<file path="src/rtl/jtkiwi_gfx_romsrv.sv">
// jtkiwi_gfx_romsrv
//   Serves GFX ROM fetches for two clients, the tilemap (scr) and object (obj)
//   engines, from a single SDRAM read port. Each client owns a one-entry cache
//   (tag/valid/data). A hit answers combinationally in the same cycle. Misses
//   are arbitrated onto a req/ack/rdy SDRAM bus, with one read in flight at a
//   time.
// Ports
//   clk, rst_n         system clock; synchronous active-low reset
//   flush              invalidates both cache entries
//   scr_addr/cs/ok/data  tilemap fetch handshake (data is registered)
//   obj_addr/cs/ok/data  object fetch handshake (data is registered)
//   sdr_addr/req       SDRAM read request, held until sdr_ack
//   sdr_ack/rdy/dout   SDRAM accept pulse and the read data pulse
// Parameters
//   AW word address width, DW data width, PRIO (1: scr always wins a tie)
module jtkiwi_gfx_romsrv #(
  parameter int AW   = 18,
  parameter int DW   = 32,
  parameter bit PRIO = 1'b0
) (
  input  logic          clk,
  input  logic          rst_n,
  input  logic          flush,
  input  logic [AW-1:0] scr_addr,
  input  logic          scr_cs,
  output logic          scr_ok,
  output logic [DW-1:0] scr_data,
  input  logic [AW-1:0] obj_addr,
  input  logic          obj_cs,
  output logic          obj_ok,
  output logic [DW-1:0] obj_data,
  output logic [AW-1:0] sdr_addr,
  output logic          sdr_req,
  input  logic          sdr_ack,
  input  logic          sdr_rdy,
  input  logic [DW-1:0] sdr_dout
);

  localparam logic [1:0] ST_IDLE = 2'd0;
  localparam logic [1:0] ST_REQ  = 2'd1;
  localparam logic [1:0] ST_WAIT = 2'd2;

  // Client index 0 is scr, index 1 is obj.
  logic [AW-1:0] cl_addr [2];
  logic [1:0]    cl_cs;
  logic [1:0]    cl_ok;
  logic [1:0]    pend;

  logic [AW-1:0] tag_q  [2];
  logic [AW-1:0] tag_d  [2];
  logic [DW-1:0] data_q [2];
  logic [DW-1:0] data_d [2];
  logic [1:0]    valid_q, valid_d;
  logic [1:0]    state_q, state_d;
  logic          req_q, req_d;
  logic [AW-1:0] addr_q, addr_d;
  logic          who_q, who_d;
  logic          last_q, last_d;
  logic          winner;

  assign cl_addr[0] = scr_addr;
  assign cl_addr[1] = obj_addr;
  assign cl_cs      = {obj_cs, scr_cs};

  generate
    for (genvar gi = 0; gi < 2; gi++) begin : g_hit
      assign cl_ok[gi] = cl_cs[gi] & valid_q[gi] & (tag_q[gi] == cl_addr[gi]);
      assign pend[gi]  = cl_cs[gi] & ~cl_ok[gi];
    end
  endgenerate

  // On a tie, round-robin picks whichever client was not granted last.
  assign winner = (pend[0] & pend[1]) ? (PRIO ? 1'b0 : ~last_q)
                                      : (pend[1] & ~pend[0]);

  always_comb begin
    state_d = state_q;
    req_d   = req_q;
    addr_d  = addr_q;
    who_d   = who_q;
    last_d  = last_q;
    valid_d = valid_q;
    tag_d   = tag_q;
    data_d  = data_q;
    case (state_q)
      ST_IDLE: begin
        if (|pend) begin
          who_d   = winner;
          last_d  = winner;
          addr_d  = cl_addr[winner];
          req_d   = 1'b1;
          state_d = ST_REQ;
        end
      end
      ST_REQ: begin
        if (sdr_ack) begin
          req_d   = 1'b0;
          state_d = ST_WAIT;
        end
      end
      ST_WAIT: begin
        // The fill uses the latched request address, not the client's
        // current address, so a moved client simply misses again later.
        if (sdr_rdy) begin
          data_d[who_q]  = sdr_dout;
          tag_d[who_q]   = addr_q;
          valid_d[who_q] = 1'b1;
          state_d        = ST_IDLE;
        end
      end
      default: begin
        req_d   = 1'b0;
        state_d = ST_IDLE;
      end
    endcase
    // Flush wins over a coincident fill: that entry is stored invalid.
    if (flush) valid_d = '0;
  end

  always_ff @(posedge clk) begin
    if (!rst_n) begin
      state_q <= ST_IDLE;
      req_q   <= 1'b0;
      addr_q  <= '0;
      who_q   <= 1'b0;
      last_q  <= 1'b1;  // obj, so scr wins the first tie
      valid_q <= '0;
      for (int i = 0; i < 2; i++) begin
        tag_q[i]  <= '0;
        data_q[i] <= '0;
      end
    end else begin
      state_q <= state_d;
      req_q   <= req_d;
      addr_q  <= addr_d;
      who_q   <= who_d;
      last_q  <= last_d;
      valid_q <= valid_d;
      for (int i = 0; i < 2; i++) begin
        tag_q[i]  <= tag_d[i];
        data_q[i] <= data_d[i];
      end
    end
  end

  assign scr_ok   = cl_ok[0];
  assign obj_ok   = cl_ok[1];
  assign scr_data = data_q[0];
  assign obj_data = data_q[1];
  assign sdr_req  = req_q;
  assign sdr_addr = addr_q;

endmodule

</file>
<file path="config.mk">
export PLATFORM = sky130hd
export DESIGN_NAME = jtkiwi_gfx_romsrv
export DESIGN_NICKNAME = d
export VERILOG_FILES = /design/src/rtl/jtkiwi_gfx_romsrv.sv
export SDC_FILE = /design/constraint.sdc
export NUM_CORES = 1
export LEC_CHECK = 0
export BUFFER_PORTS_ARGS = -buffer_cell sky130_fd_sc_hd__buf_2
export CELL_PAD_IN_SITES_DETAIL_PLACEMENT = 1
export CELL_PAD_IN_SITES_GLOBAL_PLACEMENT = 1
export CORE_AREA = 2 2 118 120
export CTS_CLUSTER_DIAMETER = 80
export DETAILED_ROUTE_END_ITERATION = 10
export DIE_AREA = 0 0 120 122
export PLACE_DENSITY_LB_ADDON = 0.1
export SLEW_MARGIN = 40
export SYNTH_ARGS = -nofsm -noshare
export SYNTH_HDL_FRONTEND = slang
export SYNTH_SLANG_ARGS = --single-unit
export TNS_END_PERCENT = 100
</file>
<file path="constraint.sdc">
create_clock -name clk -period 4.4 [get_ports clk]
set_input_delay 0.66 -clock clk [delete_from_list [all_inputs] [get_ports clk]]
set_output_delay 0.66 -clock clk [all_outputs]
set_load 0.01 [all_outputs]
</file>
**Word level (Yosys, flattened, before mapping)**

Index checks and enable logic that the tools add are counted.

- Flip-flop bits (word level): 125
- Bits of input ports: 75

- Order comparisons: 5
- Equal/unequal tests: 7
- Muxes and demuxes: 19
- Bitwise logic cells: 17
- Reduce and logical (&&, ||, !) cells: 9

Operators by type and width:

| kind | number |
|---|---|
| $mux 18 | 4 |
| $bwmux 64 | 1 |
| $bwmux 36 | 1 |
| $eq 18x18->1 | 2 |
| $demux 32 s1 | 1 |
| $mux 32 | 1 |
| $demux 18 s1 | 1 |
| $and 1x1->1 | 8 |
| $mux 2 | 3 |
| $ne 2x2->1 const B | 3 |
| $not 1->1 | 6 |
| $pmux 2 s3 | 1 |
| $reduce_and 3->1 | 2 |
| $ge 2x2->1 const B | 2 |
| $mux 1 | 4 |
| $not 1->2 | 2 |
| $reduce_and 2->1 | 2 |
| $reduce_or 2->1 | 2 |
| $pmux 1 s3 | 1 |
| $eq 2x1->1 const B | 1 |
| $eq 2x2->1 const B | 1 |
| $logic_and 1x1->1 | 2 |
| $logic_not 2->1 | 1 |
| $lt 1x2->1 const B | 1 |
| other kinds (4) | 4 |

**Depth between registers and ports, before layout**

Gate-level depths: netlist of run 1.

- Depth in word-level cells: 11
- Gate-level depth with buffers: 8
- Gate-level depth less buffers: 6

**Least setup slack after synthesis of run 1**

Ideal clock, no wire load.

- Path kind: input -> register
- Start: input port scr_addr[7]
- End: register addr_q[10] (netlist: sdr_addr[10])
- Arrival: 2.172 ns
- Slack: 2.140 ns
- Stages: 8
- Path buffers: 2
- Cells stage by stage: xor2_1 > nor4_1 > nand4_1 > o311a_1 > or2_1 > buf_2 > buf_6 > a311oi_2

- Word-level cells in the longest chain between the ends: 11
- Elaborated cells on any way between the ends: 14
- Classes of those cells: eq/ne (1); mux (4); bitwise (7); reduce/logical (2)

RTL lines:

| item | line | text |
|---|---|---|
| start, declared | 24 | `input logic [AW-1:0] scr_addr,` |
| $eq 18x18->1 * | 67 | `assign cl_ok[gi] = cl_cs[gi] & valid_q[gi] & (tag_q[gi] == cl_addr[gi]);` |
| $and 1x1->1 * | 67 |  |
| $not 1->1 * | 68 | `assign pend[gi] = cl_cs[gi] & ~cl_ok[gi];` |
| $and 1x1->1 * | 68 |  |
| $not 1->1 | 74 | `: (pend[1] & ~pend[0]);` |
| $and 1x1->1 | 74 |  |
| $mux 1 | 73 | `assign winner = (pend[0] & pend[1]) ? (PRIO ? 1'b0 : ~last_q)` |
| $not 1->2 (not written as such) | 90 | `addr_d = cl_addr[winner];` |
| $mux 18 (not written as such) (3 in a row) | 90 |  |
| end signal, assigned | 135 | `addr_q <= addr_d;` |
| end, declared | 56 | `logic [AW-1:0] addr_q, addr_d;` |

Every way passes the cells marked *; elsewhere a longest branch is shown, timed or not. The select of a mux whose other input is x is not followed.
A chain may end at the register's enable or synchronous reset.

**Worst setup path after layout of run 1**

- Start: input port scr_addr[9]
- End: register addr_q[17] (netlist: sdr_addr[17])

The elaborated chain is that of the path after synthesis.

==> results of run 1 <==
[kinds of logic (layout without fill, tap and decap cells)]
family                    Yosys count  after routing  share of synthesized area
buffers and inverters              51            199                     0.0399
xor gates and xnor gates           36             36                     0.0617
AOI/OAI and AO/OA                 148            148                      0.173
DFF                               125            125                      0.490
and+or+nand+nor                   287            287                      0.236
[worst max-delay path, stage by stage]
cell	delay [ns]
buf_2	0.12
xor2_1	0.15
nor4_1	0.37
nand4_1	0.15
o311a_2	0.53
or2_2	0.58
a311oi_1	0.39
[sequential cells by signal, summed over array words and instances (netlist names)]
name / count
obj_data: 32
last_q: 1
valid_q: 2
scr_data: 32
tag_q: 36
who_q: 1
state_q: 2
sdr_req: 1
sdr_addr: 18
[power by group through the flow]
| stage | Clock [uW] | Combinational [uW] | Sequential, uW |
|---|---|---|---|
| after floorplan | 0 | 134 | 1220 |
| after global placement | 0 | 254 | 1220 |
| after detailed placement | 0 | 261 | 1220 |
| after CTS | 1480 | 264 | 1200 |
| after global routing | 1530 | 288 | 1200 |
| final | 1450 | 263 | 1200 |
[cell type report]
| cell class | instances | area (um^2) |
|---|---|---|
| clock buffers | 22 | 464 |
| clock inverters | 8 | 140 |
| fillers | 1692 | 6890 |
| inverters | 4 | 17.5 |
| multi-input cells | 471 | 2430 |
| flip-flops and latches | 125 | 2500 |
| well taps | 180 | 225 |
| repair buffers | 165 | 841 |
[metrics by stage]
step,instances,util,hold slack [ns]
3_5_place_dp,945,0.445,0.444
3_3_place_gp,945,0.445,0.438
2_1_floorplan,647,-,0.440
4_1_cts,975,0.490,0.451
5_1_grt,975,0.490,0.470
6_report,975,0.490,0.449
[how the worst min path moves through the flow]
| stage | depth (start not counted) | start | end | slack, ns |
|---|---|---|---|---|
| finish | 2 | scr_data[4] | scr_data[4] | 0.45 |
| global route | 2 | scr_data[18] | scr_data[18] | 0.47 |
| CTS | 2 | scr_data[4] | scr_data[4] | 0.45 |
| detailed placement | 2 | scr_data[4] | scr_data[4] | 0.44 |
| global placement | 2 | scr_data[14] | scr_data[14] | 0.44 |
| floorplan | 2 | valid_q[0] | valid_q[0] | 0.44 |
[per-layer routing]
metal | wire, um | track usage | up-vias
met5 | 0 | 0 | -
met4 | 371 | 0.0897 | 0
met3 | 750 | 0.0566 | 27
met2 | 8510 | 0.405 | 143
met1 | 7360 | 0.289 | 2460
li1 | - | - | 2466
[synth_stat cells (2+ instances only)]
master    instances
a21oi_1         105
a311oi_1          9
a311oi_2          9
and4_1            2
buf_2             4
clkbuf_1         42
dfxtp_1         125
inv_1             3
nand2_1         209
nand3_1          20
nand4_1           2
nor2_1           11
nor3_1           19
nor4_1           16
o21ai_0          19
xnor2_1           2
xor2_1           34
==> key figures, run 1 <==
CTS
  • Setup bufs post-CTS: 0
  • # clock sinks: 125
  • Worst skew pair latency: 0.41 ns
  • Clock root cell: clkbuf_16
  • H-tree depth: 4
  • CTS Buf Count: 17
  • Cts hold-fix bufs: 0
  • Clk slew on worst S/H paths: 0.05 ns
  • CTS tree: done
  • Clk buf depth: 2
  • Post-CTS resize count: 0

Placed design
  • Placed instance area: 0.00601 mm^2
  • IO Port Bufs: 159
  • Detailed Place HPWL: 11.7 mm
  • Placer congestion estimate: 0.834
  • Post-Place Setup Slack: 1.32 ns

Worst setup path
  • CP startpoint kind: primary input
  • WP data required: 4.69 ns
  • CP endpoint kind: flip-flop
  • Worst Setup SP: scr_addr[9]
  • Reg2reg end: sdr_addr[17]
  • WP data arrival: 2.97 ns
  • Worst r2r src: tag_q[23]
  • R2r setup slk: 1.76 ns
  • Crit-path max FO: 21
  • FF-to-FF path depth: 6
  • CP endpoint: sdr_addr[17]
  • Crit Path Class: primary input to flip-flop

Run status
  • Outcome: completed

Power and ir drop
  • Pwr Total: 2920 uW
  • Maximum VDD drop: 201 uV
  • Part of the power in registers: 0.412
  • Leakage: 0.00273 uW
  • PwrDens: 441 mW/mm^2
  • Comb pwr share: 0.090
  • P_int: 2230 uW
  • Clock power frac: 0.498
  • Switching part of the total power: 0.236
  • Switching power: 688 uW

Synth
  • Net Count, Synth: 722
  • Main flop type after synthesis: dfxtp_1
  • Synth Warn #: 0
  • Top cells by area, synth: dfxtp_1 49%, nand2_1 15%, a21oi_1 10%, xor2_1 5.8%, clkbuf_1 3.1%
  • Seq cells post-synth: 125
  • Gate Count Post-Synth: 647
  • Yosys top cell by area: dfxtp_1
  • Yosys top cell area share: 0.490
  • Distinct cell type count after synthesis: 33
  • Post-synth design cell area: 0.00511 mm^2
  • Seq/Total Area, Yosys: 0.490
  • Syn_area_per_cell: 7.90 um^2
  • EDFF count, synth: 0
  • Async SR Flop Fraction: 0

Cells and area
  • Design area: 0.00662 mm^2
  • Diodes inserted: 0
  • Layout cells sized above 1: 0.263
  • Commonest cells after routing, fill and taps aside: 209 x nand2_1, 159 x buf_2, 125 x dfxtp_1, 105 x a21oi_1, 34 x xor2_1
  • Layout Nets: 859
  • Commonest non-fill, non-tap cell in the layout: nand2_1
  • Area delta synth->final: 29.4%

STA
  • Slew @ Worst Pin: 0.787 ns
  • TNS Setup: 0 ns
  • Setup ws final: 1.72 ns
  • Clk_skew: 0.00833 ns
  • Final min period: 2.68 ns
  • Unrepaired setup endpoints after global routing: false
  • FMAX: 373 MHz
  • Slew Limit Fails: 0
  • Final hold violation count: 0
  • Period utilisation layout: 0.609
  • # setup viols final: 0
  • Rel. slew slack: 0.475

Flow run
  • Max-cap violation count: 0

Global route
  • Initial antenna violation count: 0
  • GR Overflow Total: 0
  • Largest net degree at the start of global routing: 60
  • Gr usage total: 0.237
  • Vias in the first global route: 5129
  • Global-route wire length before repair: 26.7 mm

Route
  • Via/cell ratio: 5.23
  • Starting DRT DRC Count: 252
  • Total Routed Length: 17.0 mm
  • Final ANT Viol Nets: 0
  • Routed len/inst: 17.4 um
  • DR pass1 iterations: 4
  • Number of remaining DRC errors: 0
  • DR vias: 5096

Die
  • Die height: 122 um
  • Initial Util: 0.378
  • Horiz. Die Dim: 120 um
  • Num rows: 43
  • Core Area: 0.0135 mm^2
  • I/O pin count: 160
  • Die area: 0.0146 mm^2

Min path
  • HP Class: flip-flop to flip-flop
(Power assumes the default switching activity.)
==> run 2, diff against run 1 <==
Settings changed: ABC_AREA from default to 1, CORE_AREA 2 2 118 120 to 2 2 128 130, DIE_AREA 0 0 120 122 to 0 0 130 132.
Clock period 4.4 ns to 2.8 ns, I/O delays scaled along.
==> run 2 against run 1 <==
  * Register-to-register slack got worse by 0.91 ns
  * Global-route usage is 2.3 points lower
  * Final cell count increased by 24%
  * Clock skew down 0.0014 ns
  * Routed wire length grew 5.5%
  * Via count rose by 11%
  * Sequential cell count is the same
  * Combinational power is 120% higher
  * Clock-buffer cell count decreased by 5
  * Largest cell class unchanged
==> key figures, run 2 <==
Run status
  • Outcome: completed

CTS
  • Worst skew pair latency: 0.42 ns
  • CTS Buf Count: 17
  • Clk buf depth: 2
  • Setup bufs post-CTS: 0
  • Clk slew on worst S/H paths: 0.06 ns
  • H-tree depth: 4
  • Post-CTS resize count: 0
  • Cts hold-fix bufs: 0
  • CTS tree: done
  • # clock sinks: 125
  • Clock root cell: clkbuf_16

STA
  • Setup ws final: 0.413 ns
  • TNS Setup: 0 ns
  • Clk_skew: 0.00689 ns
  • Slew @ Worst Pin: 0.680 ns
  • Rel. slew slack: 0.547
  • Final min period: 2.39 ns
  • Final hold violation count: 0
  • Hold_ws: 0.234 ns
  • Slew Limit Fails: 0
  • FMAX: 419 MHz
  • Period utilisation layout: 0.852
  • # setup viols final: 0
  • Unrepaired setup endpoints after global routing: false

Global route
  • Largest net degree at the start of global routing: 103
  • Gr usage total: 0.213
  • Vias in the first global route: 5643
  • GR Overflow Total: 0
  • Initial antenna violation count: 2
  • Global-route wire length before repair: 28.8 mm

Synth
  • Gate Count Post-Synth: 833
  • Seq cells post-synth: 125
  • Synth Warn #: 0
  • Main flop type after synthesis: dfxtp_1
  • Seq/Total Area, Yosys: 0.447
  • Yosys top cell by area: dfxtp_1
  • Distinct cell type count after synthesis: 24
  • EDFF count, synth: 0
  • Syn_area_per_cell: 6.72 um^2
  • Async SR Flop Fraction: 0
  • Yosys top cell area share: 0.447
  • Most instantiated cells after synthesis: 146 x inv_1, 144 x nand2_1, 125 x dfxtp_1
  • Most frequent cell after synthesis: inv_1
  • Net Count, Synth: 908
  • Post-synth design cell area: 0.00560 mm^2
  • Top cells by area, synth: dfxtp_1 45%, inv_1 9.8%, nand2_1 9.6%, o21ai_0 9.1%, a21oi_1 8.2%

Worst setup path
  • CP startpoint kind: flip-flop
  • Crit Path Class: flip-flop to output port
  • Crit-path max FO: 3
  • WP data required: 2.38 ns
  • WP data arrival: 1.97 ns
  • CP endpoint kind: output port

Cells and area
  • Layout Nets: 1052
  • Fillers: 2094
  • Fin cells: 1206
  • Max FFs per register: 36
  • Commonest non-fill, non-tap cell in the layout: buf_2
  • Multi-input gate area: 0.00236 mm^2
  • Commonest cells after routing, fill and taps aside: 159 x buf_2, 145 x inv_1, 144 x nand2_1, 125 x dfxtp_1, 103 x nor2_1
  • Layout cells sized above 1: 0.211
  • Area delta synth->final: 28.0%
  • Register with the most flip-flops: tag_q
  • Sequential Area: 0.00250 mm^2

Route
  • DR vias: 5650
  • Total Routed Length: 17.9 mm
  • Final ANT Viol Nets: 0
  • DR pass1 iterations: 4
  • Via/cell ratio: 4.68
  • Routed len/inst: 14.9 um
  • Starting DRT DRC Count: 189
  • Number of remaining DRC errors: 0

Flow run
  • Max-cap violation count: 0

Die
  • Core Area: 0.0157 mm^2
  • I/O pin count: 160
  • Die area: 0.0172 mm^2
  • Initial Util: 0.357
  • Num rows: 46
  • Die height: 132 um
  • Horiz. Die Dim: 130 um

Placed design
  • Placer congestion estimate: 0.856
  • Placed insts: 1174
  • Post-Place Setup Slack: 0.603 ns
  • Detailed Place HPWL: 12.5 mm
  • IO Port Bufs: 159

Power and ir drop
  • Maximum VDD drop: 399 uV
  • Pwr Total: 4850 uW
  • Leakage: 0.00355 uW
  • PwrDens: 676 mW/mm^2

Min path
  • HP Class: primary input to flip-flop
run 2: kinds of logic after synthesis:
group	share of synthesized area
AO/OA/AOI/OAI	0.179
flip-flops	0.447
XOR/XNOR	0.00313
buffers and inverters	0.136
AND/OR/NAND/NOR	0.235
run 2: layer usage:
metal / track usage / share of wire
met5: 0 / 0.00073
met2: 0.359 / 0.48
met3: 0.0690 / 0.069
met4: 0.0711 / 0.014
met1: 0.256 / 0.43
run 2: cell type report:
type / instances / share of cell area
multi-input cells: 518 / 0.329
inverters: 148 / 0.0775
diodes: 1 / 0.000349
well taps: 216 / 0.0377
repair buffers: 167 / 0.120
flip-flops and latches: 125 / 0.349
clock buffers: 17 / 0.0593
clock inverters: 14 / 0.0272
run 2: worst paths after layout:
| check | startpoint | to | slack, ns | cells after the start |
|---|---|---|---|---|
| setup / recovery | tag_q[19] | scr_ok | 0.41 | 6 |
| hold reg to reg | obj_data[5] | obj_data[5] | 0.44 | 2 |
| hold / removal | sdr_dout[25] | scr_data[25] | 0.23 | 3 |
| setup reg to reg | tag_q[22] | sdr_addr[7] | 0.85 | 14 |
run 2: critical path, cell delays in order (launching register included):
cell and delay, ns:
dfxtp_1 0.36, inv_1 0.05, nand2_1 0.07, nand4_1 0.12, nor4_1 0.28, nor4b_1 0.45, buf_2 0.22
run 2: through the flow:
step	cell area [um^2]	util
floorplan	5600	-
global placement	6540	0.416
detailed placement	6550	0.417
CTS	7170	0.456
global route	7170	0.456
finish	7170	0.456
run 2: power breakdown:
group / switching [uW] / internal, uW
clock network: 858 / 1490
logic: 374 / 203
registers: 58.2 / 1870
